===== src/rtl/flash_port_arbiter.sv =====
// flash_port_arbiter: shares one async-read flash port between CPU fetch and bulk loader
module flash_port_arbiter #(
  parameter int P_WAIT_CYCLES  = 4,
  parameter int P_CPU_PRIORITY = 1
) (
  input  logic        I_CLK,
  input  logic        I_RESET_L,
  input  logic        I_CPU_REQ,
  input  logic [23:0] I_CPU_ADDR,
  output logic        O_CPU_ACK,
  output logic [15:0] O_CPU_DATA,
  input  logic        I_LDR_REQ,
  input  logic [23:0] I_LDR_ADDR,
  output logic        O_LDR_ACK,
  output logic [15:0] O_LDR_DATA,
  output logic        O_BUSY,
  output logic [23:0] O_FLASH_ADDR,
  input  logic [15:0] I_FLASH_DATA,
  output logic        O_FLASH_CE_L,
  output logic        O_FLASH_OE_L,
  output logic        O_ADDR_VALID_L,
  output logic        O_FLASH_WE_L,
  output logic        O_FLASH_CLK
);
  typedef enum logic [1:0] {IDLE, ACCESS, RECOVER} state_t;
  state_t state, state_d;
  logic [3:0] cnt;
  logic owner_ldr;
  logic strobe_l;
  logic any_req, grant_cpu, done;
  assign O_FLASH_CE_L   = strobe_l;
  assign O_FLASH_OE_L   = strobe_l;
  assign O_ADDR_VALID_L = strobe_l;
  assign O_FLASH_WE_L   = 1'b1;
  assign O_FLASH_CLK    = 1'b1;
  // owner_ldr doubles as the last-grant record, so the round-robin tie goes to whoever was not served last
  always_comb begin
    any_req   = I_CPU_REQ | I_LDR_REQ;
    grant_cpu = (P_CPU_PRIORITY != 0) ? I_CPU_REQ : I_CPU_REQ & (~I_LDR_REQ | owner_ldr);
    done      = (state == ACCESS) && (cnt == '0);
    state_d   = (state == IDLE)   ? (any_req ? ACCESS : IDLE) :
                (state == ACCESS) ? (done ? RECOVER : ACCESS) : IDLE;
  end
  // state register
  always_ff @(posedge I_CLK or negedge I_RESET_L) begin
    if (!I_RESET_L) state <= IDLE;
    else state <= state_d;
  end
  // registered strobes, grant latch, wait counter, data capture and ack pulses
  always_ff @(posedge I_CLK or negedge I_RESET_L) begin
    if (!I_RESET_L) begin
      cnt          <= '0;
      owner_ldr    <= 1'b1;
      strobe_l     <= 1'b1;
      O_BUSY       <= 1'b0;
      O_FLASH_ADDR <= '0;
      O_CPU_ACK    <= 1'b0;
      O_LDR_ACK    <= 1'b0;
      O_CPU_DATA   <= '0;
      O_LDR_DATA   <= '0;
    end else begin
      O_BUSY    <= state_d != IDLE;
      strobe_l  <= state_d != ACCESS;
      O_CPU_ACK <= done & ~owner_ldr;
      O_LDR_ACK <= done & owner_ldr;
      if (state == IDLE && any_req) begin
        O_FLASH_ADDR <= grant_cpu ? I_CPU_ADDR : I_LDR_ADDR;
        owner_ldr    <= ~grant_cpu;
        cnt          <= 4'(P_WAIT_CYCLES - 1);
      end else if (state == ACCESS && !done) begin
        cnt <= cnt - 4'd1;
      end
      if (done && !owner_ldr) O_CPU_DATA <= I_FLASH_DATA;
      if (done && owner_ldr) O_LDR_DATA <= I_FLASH_DATA;
    end
  end
endmodule


===== config.mk =====
export PLATFORM = sky130hd
export DESIGN_NAME = flash_port_arbiter
export DESIGN_NICKNAME = d
export VERILOG_FILES = /design/src/rtl/flash_port_arbiter.sv
export SDC_FILE = /design/constraint.sdc
export NUM_CORES = 1
export LEC_CHECK = 0
export CAP_MARGIN = 20
export CORE_ASPECT_RATIO = 0.8
export CORE_MARGIN = 5
export CORE_UTILIZATION = 41
export DETAILED_ROUTE_END_ITERATION = 10
export PLACE_DENSITY = 0.83
export SKIP_LAST_GASP = 1
export SYNTH_ARGS = -nofsm -noshare
export SYNTH_HDL_FRONTEND = slang
export SYNTH_SLANG_ARGS = --single-unit

===== constraint.sdc =====
create_clock -name I_CLK -period 2.18 [get_ports I_CLK]
set_input_delay 0.436 -clock I_CLK [delete_from_list [all_inputs] [get_ports I_CLK]]
set_output_delay 0.436 -clock I_CLK [all_outputs]
set_load 0.05 [all_outputs]

; ---- Word level (Yosys, flattened, before mapping)
; Index checks and enable logic that the tools add are counted.
[totals]
register_bits = 67
out_inout_bits = 64
wordCells = 36
[classes]
add_sub_neg = 1
eq_ne = 2
muxes = 7
n_bitwise = 5
n_reduce_logical = 11
[ops]
columns = op, count
row1 = two-way mux 24 bit, 1
row2 = two-way mux 4 bit, 2
row3 = two-way mux 2 bit, 3
row4 = logical AND 1 bit, 5
row5 = zero test 4 bit, 1
row6 = nonzero test 2 bit, 2
row7 = "subtractor 4 x 1 -> 4 bit, second input constant", 1
row8 = AND 1 bit, 2
row9 = "== test 2 x 1 -> 1 bit, second input constant", 1
row10 = zero test 1 bit, 2
row11 = zero test 2 bit, 1
row12 = "!= test 2 x 1 -> 1 bit, second input constant", 1
row13 = NOT 1 bit, 2
row14 = two-way mux 1 bit, 1
row15 = OR 1 bit, 1

; ---- Logic depth before layout (Yosys ltp)
[logic_depth]
ltp_word = 6
ltp_mapped = 7
depth_no_buf = 5

; ---- Least setup slack after synthesis
; Ideal clock, no wire load.
[synth_timing]
path_type = reg2reg
from = register state[1]
to = register O_LDR_DATA[10]
arrival_ns = 1.716
t_required_ns = 2.055
path_slack_ns = 0.339
path_stages_with_launch = 5
n_path_buf = 1
cell_sequence = dfrtp_1 or3b_4 nor3_2 buf_4 mux2_2
[synth_between]
elab_chain_len = 3
[synth_lines]
columns = element, line
row1 = "start, declared", 26  ; state_t state, state_d;
row2 = "start signal, assigned", 47  ; else state <= state_d;
row3 = == test 2 x 1 -> 1 bit, 40  ; done = (state == ACCESS) && (cnt == '0);
row4 = logical AND 1 bit, 40
row5 = logical AND 1 bit, 74  ; if (done && owner_ldr) O_LDR_DATA <= I_FLASH_DATA;
row6 = "end signal, assigned", 60  ; O_LDR_DATA <= '0;
row7 = "end signal, assigned", 74
row8 = "end, declared", 15  ; output logic [15:0] O_LDR_DATA,
; Every way passes these cells.
; A chain may end at the register's enable or synchronous reset.

; ---- Worst setup path after layout
[layout_timing]
from = register strobe_l, in the netlist O_ADDR_VALID_L
to = output O_FLASH_OE_L
[layout_rtl]
columns = element, line
row1 = "start, declared", 29  ; logic strobe_l;
row2 = "start signal, assigned", 54  ; strobe_l <= 1'b1;
row3 = "start signal, assigned", 63  ; strobe_l <= state_d != ACCESS;
row4 = "end, declared", 20  ; output logic O_FLASH_OE_L,
; No word-level cell between the ends.

==> impl_summary.md <==
Status
The run finished with clean final reports.

Placed design
The quantity of I/O buffers inserted on ports is around 130. The wire-length estimate of the detail-placed layout is 5440 um. The global placement routability congestion is roughly 0.74. Before CTS, the worst setup slack after placement is 0.328 ns. In this run the cell area measured after placement is 4280 um2.

Critical path
The critical path goes through clkdlybuf4s50_1. The worst setup slack for register-to-register paths is between 0.3 and 0.4 ns. The cell with the largest stage delay on the worst path is sky130_fd_sc_hd__clkdlybuf4s50_1. The peak fanout along the critical path is 3.

The critical path is of the reg2out type. The required time of the worst setup path is 1.74 ns. For this run, the slowest stage of the critical path takes about 0.80 ns.

The worst register-to-register path begins at cnt[1]$_DFFE_PN0P_. The worst register-to-register path has a depth of 6. The critical path capture point type is a primary output. The capturing point of the worst reg2reg path is O_CPU_DATA[9]$_DFFE_PN0P_. The worst setup path is launched from a flip-flop. The sum of buffers and inverters on the critical path is 1. Data arrives at the worst endpoint at 1.67 ns. The category of cells accounting for the largest share of critical-path delay is buffers and inverters.

Clocking
The clock latency on the worst-skew pair is between 0.3 and 0.4 ns. The TritonCTS clock tree is done. The count of hold-fix buffers inserted at cts is 0. The root buffer cell chosen for the clock tree is sky130_fd_sc_hd__clkbuf_8. After clock tree synthesis, the clock-pin slew on the worst setup and hold paths is roughly 0.07 ns. The H-tree was split into 3 levels. In this run the deepest clock path goes through 2 buffers.

The count of cells resized by post-cts repair is 0. Buffers added to address setup during post-CTS repair amount to 0. Buffers inserted during clock tree synthesis total 9. The clock net sink count is 67.

Timing
The post-layout worst setup margin is a little under 0.08 ns. Setup repair after global routing left no endpoint under its margin. The final count of hold timing violations is 0.

The final-report max-slew violation count is 0. The remaining max-slew budget at the tightest pin is 58.3%. The clock period minus final worst setup slack is approximately 2.1 ns. Hold timing on the final database bottoms out at a slack of approximately 0.10 ns.

Of the available clock period, the critical path in the final layout requires between 90% and 100%. The count of final setup violators is 0. Timing would allow up to between 400 and 500 MHz. The final sum of negative setup slack is 0 ns. At the pin with the least slew margin, the transition time is approximately 0.62 ns. Between clock sinks in the finished design, the worst skew comes to approximately 0.0077 ns.

Global route
The pin count of the biggest net entering global routing is 68. The total routing usage reported by global routing is between 10% and 20%. The global-route wire length before repair is about 12000 um. After global routing the overflow that remains totals 0. The number of antenna violations at the first check in global routing is 0. The via count of the first global-routing pass is approximately 2400.

Power and ir drop
The static power due to leakage is roughly 0.0019 uW. In this run the power density over the cells is ~1700 nW/um2. VDD sags by at most approximately 0.99 mV.

Cells and area
The filler cell count in the final layout is ~560. The utilization after layout is 64.8%. The share of layout cells above drive strength 1 is 17.3%. The final antenna diode count is 0. The finished cells cover roughly 4500 um2. The area growth from synthesis to layout is 54.1%. The post-layout net count is 422.

Synth
After synthesis, the netlist uses 30 different library cells. Dividing the synthesized area by the synthesized cell count gives between 10 and 15 um2. The most used flip-flop cell after synthesis is sky130_fd_sc_hd__dfrtp_1.

Of the synthesized area, sequential elements account for around 58%. The cell count after synthesis is about 230. The flip-flop and latch count after synthesis is 67.

For this run, asynchronously set or reset flops after synthesis account for 100%. In this run the cell area of the synthesized design comes to roughly 2900 um2. The number of enable flip-flop cells after synthesis is 0.

The total number of yosys warnings is 0.

Die
The die covers roughly 8900 um2. The initial core utilization is 42.1%. The core area is 6890 um2. roughly 130 I/O pins were placed. Measured along the x axis, the die boundary spans around 100 um. The placement row count is 27. In this run the vertical extent of the chip is ~85 um.

Detailed routing
The routed layout has 2236 vias. The count of nets left with antenna violations after detail routing is 0. Using the TritonRoute via totals, the vias-per-cell ratio works out to 5.02. The first detailed-routing pass took 5 iterations. The wire length after detailed routing is roughly 7400 um.

Dividing the detail-routed wire length by the instance count gives about 17 um. The count of routing violations after the opening detailed-route iteration is 100. The final routed DRC violation total is 0.

Flow run
The number of maximum-capacitance violations is 0.

Worst hold path
The class of the tightest hold or removal check is in2async.
==> cell usage after synthesis (2+ instances only) <==
cell,n,area share [%]
sky130_fd_sc_hd__dfrtp_1,65,56
sky130_fd_sc_hd__a21oi_1,27,4.7
sky130_fd_sc_hd__a31oi_1,25,5.4
sky130_fd_sc_hd__mux2i_1,25,8.6
sky130_fd_sc_hd__mux2_2,24,9.3
sky130_fd_sc_hd__clkbuf_1,10,1.3
sky130_fd_sc_hd__mux2_4,9,4.7
sky130_fd_sc_hd__buf_4,6,1.6
sky130_fd_sc_hd__inv_1,4,0.52
sky130_fd_sc_hd__nand2_1,4,0.52
sky130_fd_sc_hd__buf_1,3,0.39
sky130_fd_sc_hd__nor2_1,3,0.39
sky130_fd_sc_hd__dfstp_2,2,1.8
sky130_fd_sc_hd__nand2b_1,2,0.43
==> cell type report <==
class	instances	area (um2)	area share (%)
Clock buffer	14	153	3.42
Clock inverter	2	35.0	0.784
Inverter	4	15.0	0.336
Multi-Input combinational cell	134	1110	24.8
Sequential cell	67	1680	37.6
Tap cell	87	109	2.44
Timing Repair Buffer	137	1370	30.7
==> sequential cells by signal, summed over array words and instances, names as in the netlist <==
| signal | cells |
|---|---|
| state | 2 |
| O_BUSY | 1 |
| O_LDR_ACK | 1 |
| O_CPU_ACK | 1 |
| cnt | 4 |
| O_CPU_DATA | 16 |
| O_ADDR_VALID_L | 1 |
| owner_ldr | 1 |
| O_FLASH_ADDR | 24 |
| O_LDR_DATA | 16 |
==> how the worst max path moves through the flow <==
| stage | startpoint | end | slack, ns | cells after the start |
|---|---|---|---|---|
| 2_1_floorplan | state[1]$_DFF_PN0_ | O_LDR_DATA[10]$_DFFE_PN0P_ | 0.34 | 4 |
| 3_3_place_gp | I_CPU_REQ | cnt[2]$_DFFE_PN0P_ | 0.34 | 5 |
| 3_5_place_dp | I_LDR_REQ | cnt[2]$_DFFE_PN0P_ | 0.33 | 5 |
| 4_1_cts | O_ADDR_VALID_L$_DFF_PN1_ | O_FLASH_OE_L | 0.05 | 1 |
| 5_1_grt | O_ADDR_VALID_L$_DFF_PN1_ | O_FLASH_OE_L | 0.02 | 1 |
| 6_report | O_ADDR_VALID_L$_DFF_PN1_ | O_FLASH_OE_L | 0.08 | 1 |
==> routing by layer <==
metal / GRT usage, % / part of all wire (%) / vias to the layer above
met5: 0 / 0 / -
met4: 5.88 / 1.8 / 0
met2: 27.6 / 51 / 69
met1: 20.7 / 41 / 1085
li1: - / - / 1070
met3: 6.46 / 6.2 / 12
==> power by group <==
part	switching (uW)	total, uW	leakage (uW)	internal, uW
Sequential	342	2200	0.000780	1860
Combinational	2880	4580	0.00106	1700
Clock	445	1010	0.0000947	561
==> cells by family (layout without fill, tap and decap cells) <==
group | after synthesis | in the layout | share of synthesized area [%]
flip-flops | 67 | 67 | 57.9
multiplexers | 58 | 58 | 22.6
buffers and inverters | 25 | 157 | 4.32
AND/OR/NAND/NOR | 19 | 19 | 3.97
other | 1 | 2 | 0.129
AO/OA/AOI/OAI | 54 | 54 | 10.6
adder cells (fa/ha/maj) | 1 | 1 | 0.432
==> metrics by stage <==
step,instances,power [uW]
final,445,7780
after detailed placement,429,6830
after global routing,445,8210
after CTS,445,7860
after global placement,429,6730
after floorplan,226,5230
==> cell usage in the layout (no fill, tap or decap), types with 4 or more instances in the layout <==
master and count:
sky130_fd_sc_hd__clkdlybuf4s50_1 128, sky130_fd_sc_hd__dfrtp_1 65, sky130_fd_sc_hd__a21oi_1 27, sky130_fd_sc_hd__mux2i_1 25
sky130_fd_sc_hd__a31oi_1 25, sky130_fd_sc_hd__mux2_2 24, sky130_fd_sc_hd__clkbuf_8 10, sky130_fd_sc_hd__mux2_4 9
sky130_fd_sc_hd__buf_4 6, sky130_fd_sc_hd__inv_1 4, sky130_fd_sc_hd__nand2_1 4, sky130_fd_sc_hd__clkbuf_1 4
No activity file was read; power rests on OpenSTA's default activity.
